[src/rtl/trng_health_collector.sv]
`default_nettype none
// +------------------------------------------------------------------------+
// | trng_health_collector                                                  |
// | Samples a raw entropy bit at a divided rate, runs RCT/APT health tests |
// | and packs samples into words for the pwhash TRNG port.                 |
// | Optional: TRNG_VON_NEUMANN_EN enables a Von Neumann debiaser in RUN.   |
// | Revision: 1.0                                                          |
// +------------------------------------------------------------------------+
module trng_health_collector #(
  parameter int TRNG_WIDTH      = 8,
  parameter int SAMPLE_DIV      = 4,
  parameter int STARTUP_SAMPLES = 1024,
  parameter int RCT_CUTOFF      = 32,
  parameter int APT_WINDOW      = 512,
  parameter int APT_CUTOFF      = 410
) (
  input  logic                  clk,
  input  logic                  resetn,
  input  logic                  raw_bit,
  input  logic                  trng_req,
  output logic [TRNG_WIDTH-1:0] trng_word,
  output logic                  trng_valid,
  output logic                  health_fail
);

  localparam int DIV_W = (SAMPLE_DIV > 1) ? $clog2(SAMPLE_DIV) : 1;
  localparam int SU_W  = $clog2(STARTUP_SAMPLES + 1);
  localparam int RCT_W = $clog2(RCT_CUTOFF + 1);
  localparam int WIN_W = $clog2(APT_WINDOW + 1);
  localparam int APT_W = $clog2(APT_CUTOFF + 1);
  localparam int BIT_W = $clog2(TRNG_WIDTH + 1);

  localparam logic [DIV_W-1:0] DIV_LAST = DIV_W'(SAMPLE_DIV - 1);
  localparam logic [SU_W-1:0]  SU_LAST  = SU_W'(STARTUP_SAMPLES - 1);
  localparam logic [RCT_W-1:0] RCT_C    = RCT_W'(RCT_CUTOFF);
  localparam logic [WIN_W-1:0] WIN_LAST = WIN_W'(APT_WINDOW - 1);
  localparam logic [APT_W-1:0] APT_C    = APT_W'(APT_CUTOFF);
  localparam logic [BIT_W-1:0] BIT_FULL = BIT_W'(TRNG_WIDTH);

  localparam logic [1:0] ST_STARTUP = 2'd0;
  localparam logic [1:0] ST_RUN     = 2'd1;
  localparam logic [1:0] ST_FAIL    = 2'd2;

  logic [1:0]            state;
  logic [DIV_W-1:0]      div;
  logic [SU_W-1:0]       su_cnt;
  logic [RCT_W-1:0]      run, run_next;
  logic                  last_bit;
  logic [WIN_W-1:0]      win;
  logic                  apt_ref;
  logic [APT_W-1:0]      apt_cnt, apt_next;
  logic [TRNG_WIDTH-1:0] sreg, buffer;
  logic [BIT_W-1:0]      bitcnt;
  logic                  buf_full;

  logic strobe, testing, trip, move, deliver;
  logic col_valid, col_bit;

  assign strobe  = (div == DIV_LAST);
  assign testing = strobe && (state != ST_FAIL);

  always_comb begin
    run_next = RCT_W'(1);
    if (run != '0 && raw_bit == last_bit)
      run_next = (run == RCT_C) ? run : run + 1'b1;
    apt_next = APT_W'(1);
    if (win != '0)
      apt_next = (raw_bit == apt_ref && apt_cnt != APT_C) ? apt_cnt + 1'b1 : apt_cnt;
  end

  assign trip    = testing && (run_next == RCT_C || apt_next == APT_C);
  // Refill needs a registered-empty buffer, so a delivery always precedes it.
  assign move    = (state == ST_RUN) && (bitcnt == BIT_FULL) && !buf_full;
  assign deliver = trng_req && buf_full && (state == ST_RUN) && !trip && !trng_valid;

`ifdef TRNG_VON_NEUMANN_EN
  logic vn_ph, vn_first;

  always_ff @(posedge clk or negedge resetn) begin
    if (!resetn) begin
      vn_ph    <= 1'b0;
      vn_first <= 1'b0;
    end else if (state != ST_RUN) begin
      vn_ph <= 1'b0;
    end else if (strobe) begin
      vn_ph <= ~vn_ph;
      if (!vn_ph) vn_first <= raw_bit;
    end
  end

  // 01 -> 0 and 10 -> 1: the emitted bit is the first of the pair.
  assign col_valid = strobe && (state == ST_RUN) && vn_ph && (vn_first != raw_bit);
  assign col_bit   = vn_first;
`else
  assign col_valid = strobe && (state == ST_RUN);
  assign col_bit   = raw_bit;
`endif

  always_ff @(posedge clk or negedge resetn) begin
    if (!resetn) div <= '0;
    else         div <= strobe ? '0 : div + 1'b1;
  end

  always_ff @(posedge clk or negedge resetn) begin
    if (!resetn) begin
      state       <= ST_STARTUP;
      su_cnt      <= '0;
      run         <= '0;
      last_bit    <= 1'b0;
      win         <= '0;
      apt_ref     <= 1'b0;
      apt_cnt     <= '0;
      health_fail <= 1'b0;
    end else begin
      if (testing) begin
        run      <= run_next;
        last_bit <= raw_bit;
        apt_cnt  <= apt_next;
        if (win == '0) apt_ref <= raw_bit;
        win <= (win == WIN_LAST) ? '0 : win + 1'b1;
      end
      if (trip) begin
        state       <= ST_FAIL;
        health_fail <= 1'b1;
      end else if (strobe && state == ST_STARTUP) begin
        if (su_cnt == SU_LAST) state <= ST_RUN;
        else                   su_cnt <= su_cnt + 1'b1;
      end
    end
  end

  always_ff @(posedge clk or negedge resetn) begin
    if (!resetn) begin
      sreg       <= '0;
      bitcnt     <= '0;
      buffer     <= '0;
      buf_full   <= 1'b0;
      trng_word  <= '0;
      trng_valid <= 1'b0;
    end else begin
      trng_valid <= deliver;
      if (trip || state == ST_FAIL) begin
        sreg     <= '0;
        bitcnt   <= '0;
        buffer   <= '0;
        buf_full <= 1'b0;
      end else begin
        if (deliver) begin
          trng_word <= buffer;
          buf_full  <= 1'b0;
        end
        if (move) begin
          buffer   <= sreg;
          buf_full <= 1'b1;
        end
        // A sample arriving on the refill cycle starts the next word.
        if (col_valid && move) begin
          sreg   <= {sreg[TRNG_WIDTH-2:0], col_bit};
          bitcnt <= BIT_W'(1);
        end else if (col_valid && bitcnt != BIT_FULL) begin
          sreg   <= {sreg[TRNG_WIDTH-2:0], col_bit};
          bitcnt <= bitcnt + 1'b1;
        end else if (move) begin
          bitcnt <= '0;
        end
      end
    end
  end

endmodule
`default_nettype wire

[config.mk]
export PLATFORM = sky130hd
export DESIGN_NAME = trng_health_collector
export DESIGN_NICKNAME = d
export VERILOG_FILES = /design/src/rtl/trng_health_collector.sv
export SDC_FILE = /design/constraint.sdc
export NUM_CORES = 1
export LEC_CHECK = 0
export ABC_CLOCK_PERIOD_IN_PS = 3100
export CAP_MARGIN = 20
export CELL_PAD_IN_SITES_DETAIL_PLACEMENT = 0
export CELL_PAD_IN_SITES_GLOBAL_PLACEMENT = 1
export CORE_MARGIN = 4
export CORE_UTILIZATION = 32
export DETAILED_ROUTE_END_ITERATION = 12
export HOLD_SLACK_MARGIN = 0.1
export PLACE_DENSITY_LB_ADDON = 0.1
export SLEW_MARGIN = 10
export SYNTH_ARGS = -nofsm -noshare
export SYNTH_HDL_FRONTEND = slang
export SYNTH_SLANG_ARGS = --single-unit
[constraint.sdc]
create_clock -name clk -period 3.1 [get_ports clk]
set_input_delay 0.775 -clock clk [delete_from_list [all_inputs] [get_ports clk]]
set_output_delay 0.775 -clock clk [all_outputs]
set_load 0.01 [all_outputs]
==> flow_metrics.tcl <==
set metrics [dict create \
    skew_ns 0.00604 \
    rows 38 \
    rsz0062_at_grt "false" \
    synth_seq_cells 73 \
    cp-end-kind "flop" \
    min_period_ns 2.96 \
    synth_edf_count 0 \
    fin_crit_sh_pct 95.4 \
    yosysTopAreaCell "dfrtp_1" \
    fin_nets 408 \
    final_core_util_pct 40.0 \
    path_buf_inv 1 \
    area_growth_pct 20.4 \
    worst_pin_slew_ns 0.953 \
    tritoncts "yes" \
    finalHoldViolCount 0 \
    drtIter0Drc 169 \
    worst_setup_path_start_kind "primary input" \
    die_h_um 115 \
    cts_made_buffers 9 \
    multiInputGateArea_um2 1710 \
    post-route-drc-count 0 \
    p_per_area_nw_per_um2 657 \
    grt_antenna_before_repair 0 \
    grt_max_degree 74 \
    io_pins 14 \
    setup_viol 0 \
    r2r_start "div[0]" \
    htreeDepth 3 \
    cts_buffer_depth 2 \
    ys_warn_count 0 \
    ir_worst_vdd_mv 0.368 \
    start_util_pct 33.2 \
    wl_per_cell_um 14.1 \
    wirelength_mm 7.60 \
    dieArea_um2 13200 \
    cp_slowest_stage_delay_ns 0.65 \
    fillCellCount 1095 \
    cp_top_family "simple AND/OR/NAND/NOR gates" \
    syn_area_um2 3650 \
    clk_pin_slew_ns 0.06 \
    grt_pass1_vias 2720 \
    finalPower_w 0.00289 \
    ant_nets 0 \
    clkSinkCount 73 \
    diodes 0 \
    cts-root-buf "clkbuf_16" \
    yosys-top-cells-count "dfrtp_1 (73), nand2_1 (48), nor2_1 (29), a21oi_1 (26), o21ai_0 (21)" \
    min_from "div[0]" \
    grt_pass1_wl_mm 13.2 \
    cp_slowest_cell "or4_4" \
    post-cts-setup-buffer-count 0 \
    avgSynthCellArea_um2 10.0 \
    die_w_um 115 \
    drive_gt1_share_pct 12.8 \
    ys.flop_type "dfrtp_1" \
    crit_start "raw_bit" \
    synthCells 365 \
    yosysMostFrequentCell "dfrtp_1" \
    synth_nets 379 \
    timing.fmax_mhz 338 \
    seq_area_frac_synth_pct 50.1 \
    viasPerCell 4.94 \
    ys_top_cells_by_area "dfrtp_1 (50%), nand2_1 (4.9%), a21oi_1 (3.6%)" \
    crit_fanout 6 \
    slew_headroom_pct 36.5 \
    critPathArrivalTime_ns 3.18 \
    fin_hold_ws_ns 0.434 \
    drv_slew 0 \
    dr.pass1.iters 4 \
    hold_path_class "reg -> reg" \
    synth_top_area_share_pct 50.1 \
    crit_required_ns 3.32 \
    clk_latency_ns 0.34 \
    place.gp.congestion 0.740 \
    status "finished clean" \
    grt_overflow 0 \
    p_leak_nw 1.99 \
    timing.setup.tns_ns 0 \
    ff2ff_setup_slack_ns 0.39 \
    core_um2 11000 \
    vias 2662 \
    critical_path_class "in -> reg" \
    regArea_um2 1830 \
    io_buffers 13 \
    grt.total_usage_pct 12.7 \
    synth-async-reset-ratio_pct 100 \
    synth_cell_types 50 \
    hpwl_mm 4.90 \
    path_cells "clkdlybuf4s50_1 -> xor2_1 -> nor3_2 -> xnor2_1 -> nand4_1 -> or4_4 -> nand4_2 -> mux2_1" \
    cap_violations 0 \
]
sequential cells by signal, indices dropped and copies added (netlist names):
name / flops
state: 2
trng_word: 8
run: 6
su_cnt: 11
sreg: 8
win: 10
buffer: 8
trng_valid: 1
health_fail: 1
div: 2
bitcnt: 4
last_bit: 1
apt_ref: 1
buf_full: 1
apt_cnt: 9
power by group:
part           leakage [nW]  switching [W]  internal, W
Sequential            0.975       0.000140      0.00106
Clock                 0.173       0.000417     0.000812
Combinational         0.840       0.000232     0.000228
worst reg2reg max path, cell delays in order (launching register included):
cell and delay [ns]:
dfrtp_1 0.35, ha_1 0.25, nand2_1 0.24, nor2_1 0.41, nand4_1 0.15, or4_4 0.65
nand4_2 0.20, mux2_1 0.34
cell type report:
cell class	count	share of cell area [%]
clock buffer	10	5.44
clock inverter	6	2.56
inverter	11	0.940
multi-input combinational	266	38.9
sequential	73	41.6
tap	140	3.99
timing repair buffer	33	6.61
kinds of logic after synthesis:
| family | count (synthesis) | share of synthesized area [%] |
|---|---|---|
| flip-flops | 73 | 50.1 |
| buffers and inverters | 27 | 3.77 |
| multiplexers | 20 | 5.86 |
| XOR/XNOR | 25 | 6.21 |
| adder cells (fa/ha/maj) | 10 | 3.43 |
| AND/OR/NAND/NOR | 150 | 21.5 |
| AO/OA/AOI/OAI | 60 | 9.22 |
placed cells by master (no fill, tap or decap), types with 7 or more instances in the layout:
cell type        synthesis  final
dfrtp_1                 73     73
nand2_1                 48     48
nor2_1                  29     29
a21oi_1                 26     26
o21ai_0                 21     21
buf_4                    5     20
xnor2_1                 14     14
nand3_1                 12     12
clkdlybuf4s50_1          0     12
inv_1                   11     11
nand4_1                 11     11
xor2_1                  10     10
ha_1                    10     10
mux2i_1                  9      9
mux2_1                   9      9
clkbuf_16                0      9
nor3_1                   9      8
nand2b_1                 7      7
repair_timing:
action	in CTS	in global routing
hold buffers	0	0
gates resized for setup	0	1
setup endpoints to repair	0	8
path summary, 6_finish.rpt:
kind / cells past startpoint / endpoint
worst max-delay path: 8 / trng_word[0]
worst min-delay path: 1 / div[0]
worst max register to register: 7 / trng_word[0]
worst min register to register: 1 / div[0]
max in group asynchronous: 1 / trng_valid
min in group asynchronous: 1 / su_cnt[8]
per-stage QoR:
| stage | worst slack, ns | std cells | area (um2) |
|---|---|---|---|
| 2_1_floorplan | 0.313 | 365 | 3650 |
| 5_1_grt | 0.0204 | 539 | 4390 |
| 4_1_cts | 0.129 | 538 | 4380 |
| 3_5_place_dp | -0.237 | 522 | 4030 |
| 6_report | 0.143 | 539 | 4390 |
| 3_3_place_gp | -0.196 | 522 | 4030 |
per-layer routing:
layer | global-route usage (%) | part of all wire (%) | vias to the layer above
met4 | 4.69 | 1.3 | 0
met3 | 4.32 | 3.5 | 10
met5 | 0 | 0 | -
li1 | - | - | 1339
met2 | 20.3 | 47 | 26
met1 | 16.1 | 48 | 1287
No activity file was read; power rests on OpenSTA's default activity.
